<file path="config.mk">
export PLATFORM = sky130hd
export DESIGN_NAME = alu_divider
export DESIGN_NICKNAME = d
export VERILOG_FILES = /design/src/rtl/alu_pkg.sv /design/src/rtl/subtractor.sv /design/src/rtl/alu_divider.sv
export SDC_FILE = /design/constraint.sdc
export NUM_CORES = 1
export LEC_CHECK = 0
export BUFFER_PORTS_ARGS = -buffer_cell sky130_fd_sc_hd__buf_2
export CORE_MARGIN = 8
export CORE_UTILIZATION = 56
export CTS_CLUSTER_DIAMETER = 100
export CTS_CLUSTER_SIZE = 12
export DETAILED_ROUTE_END_ITERATION = 12
export PLACE_DENSITY = 0.89
export SLEW_MARGIN = 20
export SYNTH_ARGS = -nofsm -noshare
export SYNTH_HDL_FRONTEND = slang
export SYNTH_SLANG_ARGS = --single-unit
</file>
<file path="constraint.sdc">
create_clock -name clk -period 17.1 [get_ports clk]
set_input_delay 0 -clock clk [delete_from_list [all_inputs] [get_ports clk]]
set_output_delay 0 -clock clk [all_outputs]
set_load 0.01 [all_outputs]
</file>
<file path="src/rtl/alu_pkg.sv">
// ---------------------------------------------------------------------------
// alu_pkg : shared types and constants for the ALU divider   | rev 1.0
// ---------------------------------------------------------------------------
`default_nettype none

package alu_pkg;

  typedef enum logic [1:0] {
    IDLE = 2'd0,
    RUN  = 2'd1,
    DONE = 2'd2
  } div_state_t;

  localparam int DIV_N = 32;
  localparam int DIV_CNT_W = $clog2(DIV_N);
  localparam logic [DIV_N-1:0] DIV_BY_ZERO_QUOTIENT = '1;

endpackage

`default_nettype wire

</file>
<file path="src/rtl/subtractor.sv">
// ---------------------------------------------------------------------------
// subtractor : combinational ripple-borrow W-bit a - b        | rev 1.0
// ---------------------------------------------------------------------------
`default_nettype none

module subtractor #(
  parameter int W = 33
) (
  input  logic [W-1:0] a,
  input  logic [W-1:0] b,
  output logic [W-1:0] diff,
  output logic         borrow
);

  logic [W:0] w_bor;

  assign w_bor[0] = 1'b0;

  for (genvar i = 0; i < W; i++) begin : g_bit
    assign diff[i]    = a[i] ^ b[i] ^ w_bor[i];
    assign w_bor[i+1] = (~a[i] & b[i]) | (~(a[i] ^ b[i]) & w_bor[i]);
  end

  assign borrow = w_bor[W];

endmodule

`default_nettype wire

</file>
<file path="src/rtl/alu_divider.sv">
// ---------------------------------------------------------------------------
// alu_divider : multi-cycle unsigned restoring divider, 1 bit/clk | rev 1.0
// ---------------------------------------------------------------------------
`default_nettype none

module alu_divider
  import alu_pkg::*;
#(
  parameter int N = DIV_N
) (
  input  logic         clk,
  input  logic         rst_n,
  input  logic         start_valid,
  output logic         start_ready,
  input  logic [N-1:0] dividend,
  input  logic [N-1:0] divisor,
  output logic         result_valid,
  input  logic         result_ready,
  output logic [N-1:0] quotient,
  output logic [N-1:0] remainder,
  output logic         div_by_zero,
  output logic         busy
);

  localparam int CNT_W = $clog2(N);
  localparam logic [N-1:0] C_DBZ_Q = '1;

  div_state_t       r_state, w_next_state;
  logic [CNT_W-1:0] r_cnt;
  logic [N-1:0]     r_dvs;
  logic [N-1:0]     r_q;
  logic [N:0]       r_rem;
  logic [N-1:0]     r_quot;
  logic [N-1:0]     r_remd;
  logic             r_dbz;
  logic             r_valid;

  logic [N:0]       w_t;
  logic [N:0]       w_diff;
  logic             w_borrow;
  logic [N:0]       w_rem_next;
  logic [N-1:0]     w_q_next;
  logic             w_accept;
  logic             w_unused;

  assign w_t        = {r_rem[N-1:0], r_q[N-1]};
  assign w_rem_next = w_borrow ? w_t : w_diff;
  assign w_q_next   = {r_q[N-2:0], ~w_borrow};
  assign w_accept   = start_valid && (r_state == IDLE);
  // The remainder MSB is structurally zero once an iteration is stored.
  assign w_unused   = r_rem[N];

  subtractor #(.W(N + 1)) u_sub (
    .a      (w_t),
    .b      ({1'b0, r_dvs}),
    .diff   (w_diff),
    .borrow (w_borrow)
  );

  always_ff @(posedge clk or negedge rst_n) begin
    if (!rst_n) r_state <= IDLE;
    else        r_state <= w_next_state;
  end

  always_comb begin
    w_next_state = r_state;
    case (r_state)
      IDLE:    if (w_accept) w_next_state = (divisor == '0) ? DONE : RUN;
      RUN:     if (r_cnt == '0) w_next_state = DONE;
      DONE:    if (r_valid && result_ready) w_next_state = IDLE;
      default: w_next_state = IDLE;
    endcase
  end

  always_comb begin
    start_ready = (r_state == IDLE);
    busy        = (r_state != IDLE);
  end

  // Results land in dedicated registers so partial shifts never reach the ports.
  always_ff @(posedge clk or negedge rst_n) begin
    if (!rst_n) begin
      r_cnt   <= '0;
      r_dvs   <= '0;
      r_q     <= '0;
      r_rem   <= '0;
      r_quot  <= '0;
      r_remd  <= '0;
      r_dbz   <= 1'b0;
      r_valid <= 1'b0;
    end else begin
      case (r_state)
        IDLE: begin
          r_valid <= 1'b0;
          if (w_accept) begin
            r_dvs <= divisor;
            r_q   <= dividend;
            r_rem <= '0;
            r_cnt <= CNT_W'(N - 1);
            r_dbz <= (divisor == '0);
            if (divisor == '0) begin
              r_quot <= C_DBZ_Q;
              r_remd <= dividend;
            end
          end
        end
        RUN: begin
          r_q   <= w_q_next;
          r_rem <= w_rem_next;
          if (r_cnt != '0) begin
            r_cnt <= r_cnt - 1'b1;
          end else begin
            r_quot <= w_q_next;
            r_remd <= w_rem_next[N-1:0];
          end
        end
        DONE: begin
          // Valid rises one edge after DONE is entered and drops when taken.
          if (!r_valid)          r_valid <= 1'b1;
          else if (result_ready) r_valid <= 1'b0;
        end
        default: r_valid <= 1'b0;
      endcase
    end
  end

  assign quotient     = r_quot;
  assign remainder    = r_remd;
  assign div_by_zero  = r_dbz;
  assign result_valid = r_valid;

endmodule

`default_nettype wire

</file>
==> flow_summary.toml <==
[status]
outcome = "complete, no violations"

[global_route]
grt_max_degree = 100
grt-ovfl-total = 0
antenna_found_initial = 0
grt_pass1_vias = 6802
grt_util_all_layers_pct = 24.5
grt_pass1_wl_mm = 35.1

[timing]
skew_ns = 0.00879
hold_viol = 0
rsz0062_at_grt = "no"
max_slew.worst_pin.slew_ns = 1.02
clock.fmax_ghz = 0.0705
setup_ws_ns = 2.92
final_max_slew_viol_count = 0
setup_viol = 0
period_minus_slack_ns = 14.18
relSlewSlack_pct = 32.2
final.setup.tns_ns = 0
period_share_pct = 82.9

[synth]
synth_top_area_share_pct = 52.9
syn-num-nets = 834
synth_area_leaders = "dfrtp_1 53%, fa_1 7.8%, nand2_1 6.4%"
synthTopCellsByCount = "169 x dfrtp_1, 136 x nand2_1, 98 x o21ai_0"
synthArstFlopShare_pct = 100
synth_top_cell_by_area = "dfrtp_1"
synth_area_um2 = 8000
ys.flop_type = "dfrtp_1"
yosysWarnings = 0
ys_seq_area_share_pct = 52.9
syn_inst = 732
synth_most_common_cell = "dfrtp_1"
synth_enable_flop_cells = 0
ys_types = 35
synth_area_per_cell_um2 = 10.9
ys_ff_latch = 169

[setup_path]
reg2reg_depth = 40
critPathLaunchType = "register"
critPathSlowestCell = "fa_1"
critical_path.endpoint_type = "register"
slowest_delay_ns = 0.42
startpoint = "r_q[31]$_DFFE_PN0P_"
r2r_slack_ns = 2.92
required_ns = 17.42
cp_max_fo = 21
criticalPathCategory = "register to register"
timing.rr.start = "r_q[31]$_DFFE_PN0P_"
rr_endpoint = "remainder[19]$_DFFE_PN0P_"
critPathArrivalTime_ns = 14.50
crit_end = "remainder[19]$_DFFE_PN0P_"
path_common_cell = "fa_1"

[detailed_routing]
drt-total-wl_mm = 21.5
initialDrtViolationCount = 468
vias = 6385
drc = 0
ant_nets = 0
via_per_inst = 5.78
routedWlPerCell_um = 19.4
dr.pass1.iters = 5

[cts]
cts_setup_buffers = 0
h-tree-depth = 4
clk_pin_slew_ns = 0.06
cts_tree = "built"
numCtsBuffers = 17
cts_root_buf = "clkbuf_16"
clock_sinks = 169
clk_latency_ns = 0.44
cts.path.max_buffers = 2

[place]
port_buffers = 135
routabilityCongestion = 0.807
dp_cells = 1007
place_area_um2 = 8770
hpwlAfterDp_mm = 13.8
dp_slack_ns = 2.73

[floorplan]
core_area_um2 = 13900
die_y_um = 136
die_x_um = 136
io_pins = 136
initial_utilization_pct = 57.4
die-area_um2 = 18400
rows = 43

[finish]
design_area_um2 = 10100
diodes = 0
final_layout_size_suffix_gt1_share_pct = 22.5
nNetsFinal = 1014
synthToLayoutAreaGrowth_pct = 25.9
stdcell_count = 1105
fillCellCount = 917

[worst_hold_path]
holdCritPathClass = "input port to register"
worstHoldStart = "dividend[6]"

[pwr]
ir_drop_mv = 0.164
power_mw = 1.91
pwr_density_cell_nw_per_um2 = 190
p_leak_nw = 4.76

[job]
drv_cap = 0
==> sequential cells by signal, indices dropped and copies added (netlist names) <==
name and cells:
quotient 32, r_dvs 32, r_q 32, r_rem 32, remainder 32, r_cnt 5, r_state 2, div_by_zero 1
result_valid 1
==> power breakdown <==
group | total, mW | internal [mW] | leakage (nW) | switching (mW)
clock | 0.403 | 0.251 | 0.298 | 0.151
combinational | 0.864 | 0.372 | 2.49 | 0.492
sequential | 0.648 | 0.544 | 1.97 | 0.103
total | 1.91 | 1.17 | 4.76 | 0.747
==> repair_timing <==
| item | 4_1_cts | 5_1_grt |
|---|---|---|
| resized for setup | 0 | 0 |
| endpoints found under the hold margin | 189 | 0 |
| hold buffers | 64 | 0 |
==> layer usage <==
metal	vias up	GRT usage [%]	share of wire (%)
met2	279	41.7	52
li1	2860	-	-
met4	0	9.81	2.8
met5	-	0	0
met1	3190	29.2	38
met3	56	6.27	7.4
==> per-stage QoR <==
stage / util, % / hold slack, ns
final: 72.3 / 0.0117
after global routing: 72.3 / 0.0308
after CTS: 71.9 / 0.000451
after detailed placement: 62.9 / 0.164
after global placement: 62.9 / 0.161
after floorplan: - / -0.296
==> cell families after synthesis <==
kind of cell    Yosys count  synth area share [%]
compound gates          209                  15.7
xor+xnor                  1                 0.110
fa+ha+maj                34                  8.23
buf+inv                  84                  4.47
flops                   169                  52.9
mux                      61                  9.26
simple gates            174                  9.34
==> layout make-up <==
type                    count  area [um^2]  area share [%]
clock buffers              24          472            4.68
clock inverters             8          143            1.42
inverters                  39          146            1.45
multi-input cells         479         3450            34.2
flip-flops and latches    169         4230            42.0
well taps                 180          225            2.24
repair buffers            206         1410            14.0
==> placed cells by master (no fill, tap or decap), types with 5 or more instances in the layout <==
cell	count
a21o_1	31
mux2i_1	32
fa_1	31
clkbuf_1	5
dfrtp_1	169
nor4_1	8
nand2_1	136
dlygate4sd3_1	64
mux2_4	25
buf_4	5
o22a_1	32
nor2_1	7
clkbuf_16	17
buf_2	134
o21ai_0	98
inv_1	39
a21oi_1	43
==> worst max-delay path: cells and delay by family (launching register included) <==
family	cells	cell delay (ns)
and+or+nand+nor	1	0.42
muxes	2	0.59
DFF	1	0.40
AOI/OAI and AO/OA	1	0.12
buffers and inverters	4	0.44
adders and majority gates	32	12.08
==> worst min-delay path by stage <==
stage                          endpoint  slack [ns]  cells past startpoint
6_report       remainder[6]$_DFFE_PN0P_        0.01                      4
2_1_floorplan   div_by_zero$_DFFE_PN0P_       -0.30                      0
4_1_cts        remainder[6]$_DFFE_PN0P_      0.0005                      4
3_3_place_gp   remainder[7]$_DFFE_PN0P_        0.16                      1
5_1_grt        remainder[3]$_DFFE_PN0P_        0.03                      4
3_5_place_dp   remainder[7]$_DFFE_PN0P_        0.16                      1
No activity file was read; power rests on OpenSTA's default activity.
